--- config.mk ---
export PLATFORM = sky130hd
export DESIGN_NAME = and_unit_rr_arbiter_flat
export DESIGN_NICKNAME = d
export VERILOG_FILES = /design/src/rtl/and_unit_rr_arbiter_if.sv /design/src/rtl/and_unit_rr_arbiter.sv /design/src/flat_wrapper.sv
export SDC_FILE = /design/constraint.sdc
export NUM_CORES = 1
export LEC_CHECK = 0
export BUFFER_PORTS_ARGS = -buffer_cell sky130_fd_sc_hd__buf_4
export CORE_MARGIN = 2
export CORE_UTILIZATION = 52
export CTS_CLUSTER_SIZE = 24
export DETAILED_ROUTE_END_ITERATION = 10
export PLACE_DENSITY_LB_ADDON = 0.25
export SLEW_MARGIN = 25
export SYNTH_ARGS = -nofsm -noshare
export SYNTH_HDL_FRONTEND = slang
export SYNTH_SLANG_ARGS = --single-unit
--- constraint.sdc ---
create_clock -name clk -period 4.04 [get_ports clk]
set_input_delay 0.404 -clock clk [delete_from_list [all_inputs] [get_ports clk]]
set_output_delay 0.404 -clock clk [all_outputs]
set_load 0.02 [all_outputs]
--- src/rtl/and_unit_rr_arbiter_if.sv ---
// Request/response bundle for the shared AND unit arbiter.
// Master drives operands and consumes results; slave is the arbiter.
interface and_unit_rr_arbiter_if #(
    parameter int REQ_CNT = 4,
    parameter int DATA_W  = 16
);
    localparam int ID_W = $clog2(REQ_CNT);

    logic [REQ_CNT-1:0]        req_valid;
    logic [REQ_CNT-1:0]        req_ready;
    logic [REQ_CNT*DATA_W-1:0] req_a;
    logic [REQ_CNT*DATA_W-1:0] req_b;
    logic                      rsp_valid;
    logic                      rsp_ready;
    logic [DATA_W-1:0]         rsp_data;
    logic [ID_W-1:0]           rsp_id;

    modport master (
        output req_valid, req_a, req_b, rsp_ready,
        input  req_ready, rsp_valid, rsp_data, rsp_id
    );

    modport slave (
        input  req_valid, req_a, req_b, rsp_ready,
        output req_ready, rsp_valid, rsp_data, rsp_id
    );
endinterface

--- src/rtl/and_unit_rr_arbiter.sv ---
// Round-robin arbiter sharing one bitwise-AND datapath between
// REQ_CNT requesters, with a one-entry registered result stage.
module and_unit_rr_arbiter #(
    parameter int REQ_CNT = 4,
    parameter int DATA_W  = 16
) (
    input  logic                 clk,
    input  logic                 rst,
    and_unit_rr_arbiter_if.slave bus,
    output logic                 busy,
    output logic [15:0]          txn_count
);
    localparam int ID_W = $clog2(REQ_CNT);
    localparam logic [ID_W:0] CNT_W1 = (ID_W+1)'(REQ_CNT);

    logic [ID_W-1:0]   last_grant;
    logic [ID_W-1:0]   grant_id;
    logic              grant_hit;
    logic              can_accept;
    logic              accept;
    logic [DATA_W-1:0] sel_a;
    logic [DATA_W-1:0] sel_b;

    // Scan from the requester after the last winner, wrapping once.
    always_comb begin
        logic [ID_W:0]   sum;
        logic [ID_W-1:0] idx;
        grant_hit = 1'b0;
        grant_id  = '0;
        sel_a     = '0;
        sel_b     = '0;
        sum       = '0;
        idx       = '0;
        for (int k = 1; k <= REQ_CNT; k++) begin
            sum = {1'b0, last_grant} + (ID_W+1)'(k);
            if (sum >= CNT_W1) sum = sum - CNT_W1;
            idx = sum[ID_W-1:0];
            if (!grant_hit && bus.req_valid[idx]) begin
                grant_hit = 1'b1;
                grant_id  = idx;
                sel_a     = bus.req_a[idx*DATA_W +: DATA_W];
                sel_b     = bus.req_b[idx*DATA_W +: DATA_W];
            end
        end
    end

    assign can_accept = !bus.rsp_valid || bus.rsp_ready;
    assign accept     = rst && grant_hit && can_accept;

    always_comb begin
        bus.req_ready = '0;
        if (accept) bus.req_ready[grant_id] = 1'b1;
    end

    assign busy = bus.rsp_valid || (|bus.req_valid);

    always_ff @(posedge clk or negedge rst) begin
        if (!rst) begin
            bus.rsp_valid <= 1'b0;
            bus.rsp_data  <= '0;
            bus.rsp_id    <= '0;
            last_grant    <= ID_W'(REQ_CNT-1);
            txn_count     <= '0;
        end else if (accept) begin
            bus.rsp_valid <= 1'b1;
            bus.rsp_data  <= sel_a & sel_b;
            bus.rsp_id    <= grant_id;
            last_grant    <= grant_id;
            txn_count     <= txn_count + 16'd1;
        end else if (bus.rsp_valid && bus.rsp_ready) begin
            bus.rsp_valid <= 1'b0;
        end
    end
endmodule

--- src/flat_wrapper.sv ---
// flat-port wrapper written by rule: the top's interface ports become plain ports
module and_unit_rr_arbiter_flat 
#(
    parameter int REQ_CNT = 4,
    parameter int DATA_W  = 16
)
  (clk, rst, busy, txn_count, bus_req_valid, bus_req_a, bus_req_b, bus_rsp_ready, bus_req_ready, bus_rsp_valid, bus_rsp_data, bus_rsp_id);
  and_unit_rr_arbiter_if #(.REQ_CNT(REQ_CNT), .DATA_W(DATA_W)) bus_i ();
  input  logic clk;
  input  logic rst;
  output logic busy;
  output logic [15:0] txn_count;
  input wire logic [$bits(bus_i.req_valid)-1:0] bus_req_valid;
  input wire logic [$bits(bus_i.req_a)-1:0] bus_req_a;
  input wire logic [$bits(bus_i.req_b)-1:0] bus_req_b;
  input wire logic [$bits(bus_i.rsp_ready)-1:0] bus_rsp_ready;
  output wire logic [$bits(bus_i.req_ready)-1:0] bus_req_ready;
  output wire logic [$bits(bus_i.rsp_valid)-1:0] bus_rsp_valid;
  output wire logic [$bits(bus_i.rsp_data)-1:0] bus_rsp_data;
  output wire logic [$bits(bus_i.rsp_id)-1:0] bus_rsp_id;
  assign bus_i.req_valid = bus_req_valid;
  assign bus_i.req_a = bus_req_a;
  assign bus_i.req_b = bus_req_b;
  assign bus_i.rsp_ready = bus_rsp_ready;
  assign bus_req_ready = bus_i.req_ready;
  assign bus_rsp_valid = bus_i.rsp_valid;
  assign bus_rsp_data = bus_i.rsp_data;
  assign bus_rsp_id = bus_i.rsp_id;
  and_unit_rr_arbiter #(.REQ_CNT(REQ_CNT), .DATA_W(DATA_W)) u_core (.clk(clk), .rst(rst), .bus(bus_i), .busy(busy), .txn_count(txn_count));
endmodule
==> flow_summary.ini <==
[run]
maxCapViolCount = 0

[detailed_routing]
drt.antenna.violating_nets = 0
drtIter0Drc = 364
drc_errors = 0
drt-pass1-iter-count = 6
route.final.wire_length_mm = 12.8
vias = 4767
vias_per_cell = 6.21
wl_per_cell_um = 16.7

[logic_synthesis]
post_synthesis_adder_cell_area_fraction = 0.00318
synth.top_cell.area_share = 0.223
synth.net_count = 661
main_combinational_cell_family_by_area_after_synthesis = compound AO/OA/AOI/OAI gates
total_standard_cell_area_after_synthesis_um2 = 3930
synth_area_leader_cell = sky130_fd_sc_hd__dfrtp_1
share_of_synthesized_registers_carrying_an_async_set_or_reset = 1.00
synth_cell_types = 52
postSynthRegisterBits = 37
post_synth_and_or_nand_nor_area_fraction = 0.266
synth-compound-area-share = 0.302
synth.yosys.warnings = 0
post_synth_xor_area_fraction = 0.0398
synthesis.instances = 525
dominant_cells_by_area_after_synthesis = sky130_fd_sc_hd__dfrtp_1 22%, sky130_fd_sc_hd__o21ai_0 7.4%, sky130_fd_sc_hd__nand2_1 7.2%, sky130_fd_sc_hd__nand3_1 6.9%, sky130_fd_sc_hd__o211ai_1 5.4%
synth.mux.area_fraction = 0.100
number_of_flops_mapped_to_enable_cells_by_yosys = 0
synth_flop_cell = sky130_fd_sc_hd__dfrtp_1
seq_total_area_yosys = 0.236
syn_area_per_cell_um2 = 7.48

[clocking]
post_cts.repair.setup_buffers = 0
path_clk_slew_ns = 0.08
tritoncts_sinks = 37
postCtsHoldBufs = 0
tritoncts_clock_tree = done
total_clock_buffers_created_by_cts = 5
cts_root_buffer = sky130_fd_sc_hd__clkbuf_8
worstSkewPairLatency_ns = 0.31
ctsHtreeMaxLevel = 2
cts.repair.resized = 0
cts_max_path_buffers = 2

[layout]
layout.nets = 804
antenna_cells = 0
mostFrequentLayoutCell = sky130_fd_sc_hd__buf_4
postLayoutCoreUtil = 0.733
syn2layout_area_growth_pct = 36.0
final_design_area_no_fill_um2 = 5340
drive_above_1_share = 0.329
mostFrequentLayoutCells = 180 x sky130_fd_sc_hd__buf_4, 75 x sky130_fd_sc_hd__nand2_1, 57 x sky130_fd_sc_hd__o21ai_0

[grt]
grt_pass1_vias = 4442
global_route_wire_length_before_repair_mm = 21.0
grt.overflow.total = 0
maximum_number_of_pins_on_one_net_before_global_route_repair = 93
grtUsageTotal = 0.307
antenna_found_initial = 0

[die]
horiz_die_dim_um = 90.9
die_outline_area_um2 = 8270
floorplan.rows = 31
core-area_um2 = 7290
die_h_um = 90.9
floorplan.io_pins = 175
start_util = 0.539

[timing]
unrepaired_setup_endpoints_after_global_routing = no
fmax_mhz = 287
final_number_of_max_transition_violations = 0
worst_slew_margin_rel = 0.441
fin_setup_tns_ns = 0
final.period_utilization = 0.862
worst_slew_pin_slew_ns = 0.838
finalClockSkew_ns = 0.00894
finalHoldViolations = 0
finalSetupViolCount = 0
period_needed_ns = 3.48

[setup_path]
timing_worst_setup_path_type = flip-flop to output port
cp-start-kind = flip-flop
ff2ff_setup_slack_ns = 0.87
slowest_stage = sky130_fd_sc_hd__dfstp_4
crit_arrival_ns = 3.08
required_ns = 3.64
critical_path_peak_fanout = 59
critPathMaxStageDelay_ns = 0.91
crit_chain = mux4_2 > nand2b_1 > a31o_4 > nor3_2 > buf_4
setup.worst_path.end_class = output port
timing.critical_path.buf_inv = 1
critical_path.top_delay_family = flip-flops

[run_status]
run_status = complete, no violations

[power_and_ir_drop]
power.density_nw_per_um2 = 567
total_power_mw = 3.03
leakage_nw = 2.29
peakVddDrop_uv = 378

[place]
port_buffers = 174
dpl_cell_area_um2 = 5220
place_congestion = 0.895
hpwl_mm = 9.74

[hold_path]
hold_wc_path_type = input port to async pin
## layer usage
layer	vias to the layer above	global-route usage	routed length, um
met1	2214	0.391	5200
met2	252	0.522	6320
met4	0	0.0896	221
met3	28	0.0701	1080
li1	2273	-	-
met5	-	0	0
## synthesized netlist by cell type, drive strengths merged (3+ instances only)
cell type and n:
o21ai 61, o221ai 8, mux2 17, nand4 9, a21oi 23, and3b 5
nand3 54, buf 17, clkbuf 27, xor2 3, and2 4, o32a 7
o22a 6, nor3 7, o22ai 13, a221o 4, nand2 75, nand2b 6
xnor2 14, dfrtp 35, a31oi 7, mux2i 9, or3b 3, and3 6
o211ai 28, nand3b 10, a21o 8, mux4 5, a22oi 3, inv 3
a22o 3, nor3b 3, nor2 25
## registers in the layout, indices dropped and copies added (netlist names)
signal,count
u_core.last_grant,2
u_core.bus.rsp_id,2
u_core.txn_count,16
u_core.bus.rsp_valid,1
u_core.bus.rsp_data,16
## cell type report
class	count	area [um^2]
clock inverters	2	37.5
flip-flops and latches	37	932
repair buffers	180	1350
well taps	99	124
fillers	586	1950
clock buffers	6	82.6
multi-input cells	441	2810
inverters	3	11.3
## cell families (layout without fill, tap and decap cells)
| group | Yosys count | after routing |
|---|---|---|
| simple gates | 212 | 212 |
| xor+xnor | 17 | 17 |
| compound gates | 180 | 180 |
| buf+inv | 47 | 191 |
| mux | 31 | 31 |
| fa+ha+maj | 1 | 1 |
| flops | 37 | 37 |
## final timing paths
kind / start / endpoint / cells past startpoint
max: u_core.last_grant[0] / bus_req_ready[3] / 5
min: rst / u_core.bus.rsp_data[15] / 1
max reg2reg: u_core.last_grant[0] / u_core.bus.rsp_data[7] / 7
min reg2reg: u_core.txn_count[15] / u_core.txn_count[15] / 1
max in group asynchronous: rst / u_core.last_grant[0] / 1
min in group clk: bus_rsp_ready / u_core.bus.rsp_valid / 3
## per-stage QoR
step / hold slack (ns) / setup WS (ns) / std cells
2_1_floorplan: 0.108 / 1.52 / 525
3_3_place_gp: 0.398 / 0.987 / 760
3_5_place_dp: 0.405 / 0.913 / 760
4_1_cts: 0.0810 / 0.581 / 768
5_1_grt: 0.0969 / 0.440 / 768
6_report: 0.0609 / 0.558 / 768
## power by group
part	internal [mW]	switching, mW
logic	0.856	1.12
clock network	0.201	0.149
registers	0.509	0.199
No activity file was read; power rests on OpenSTA's default activity.
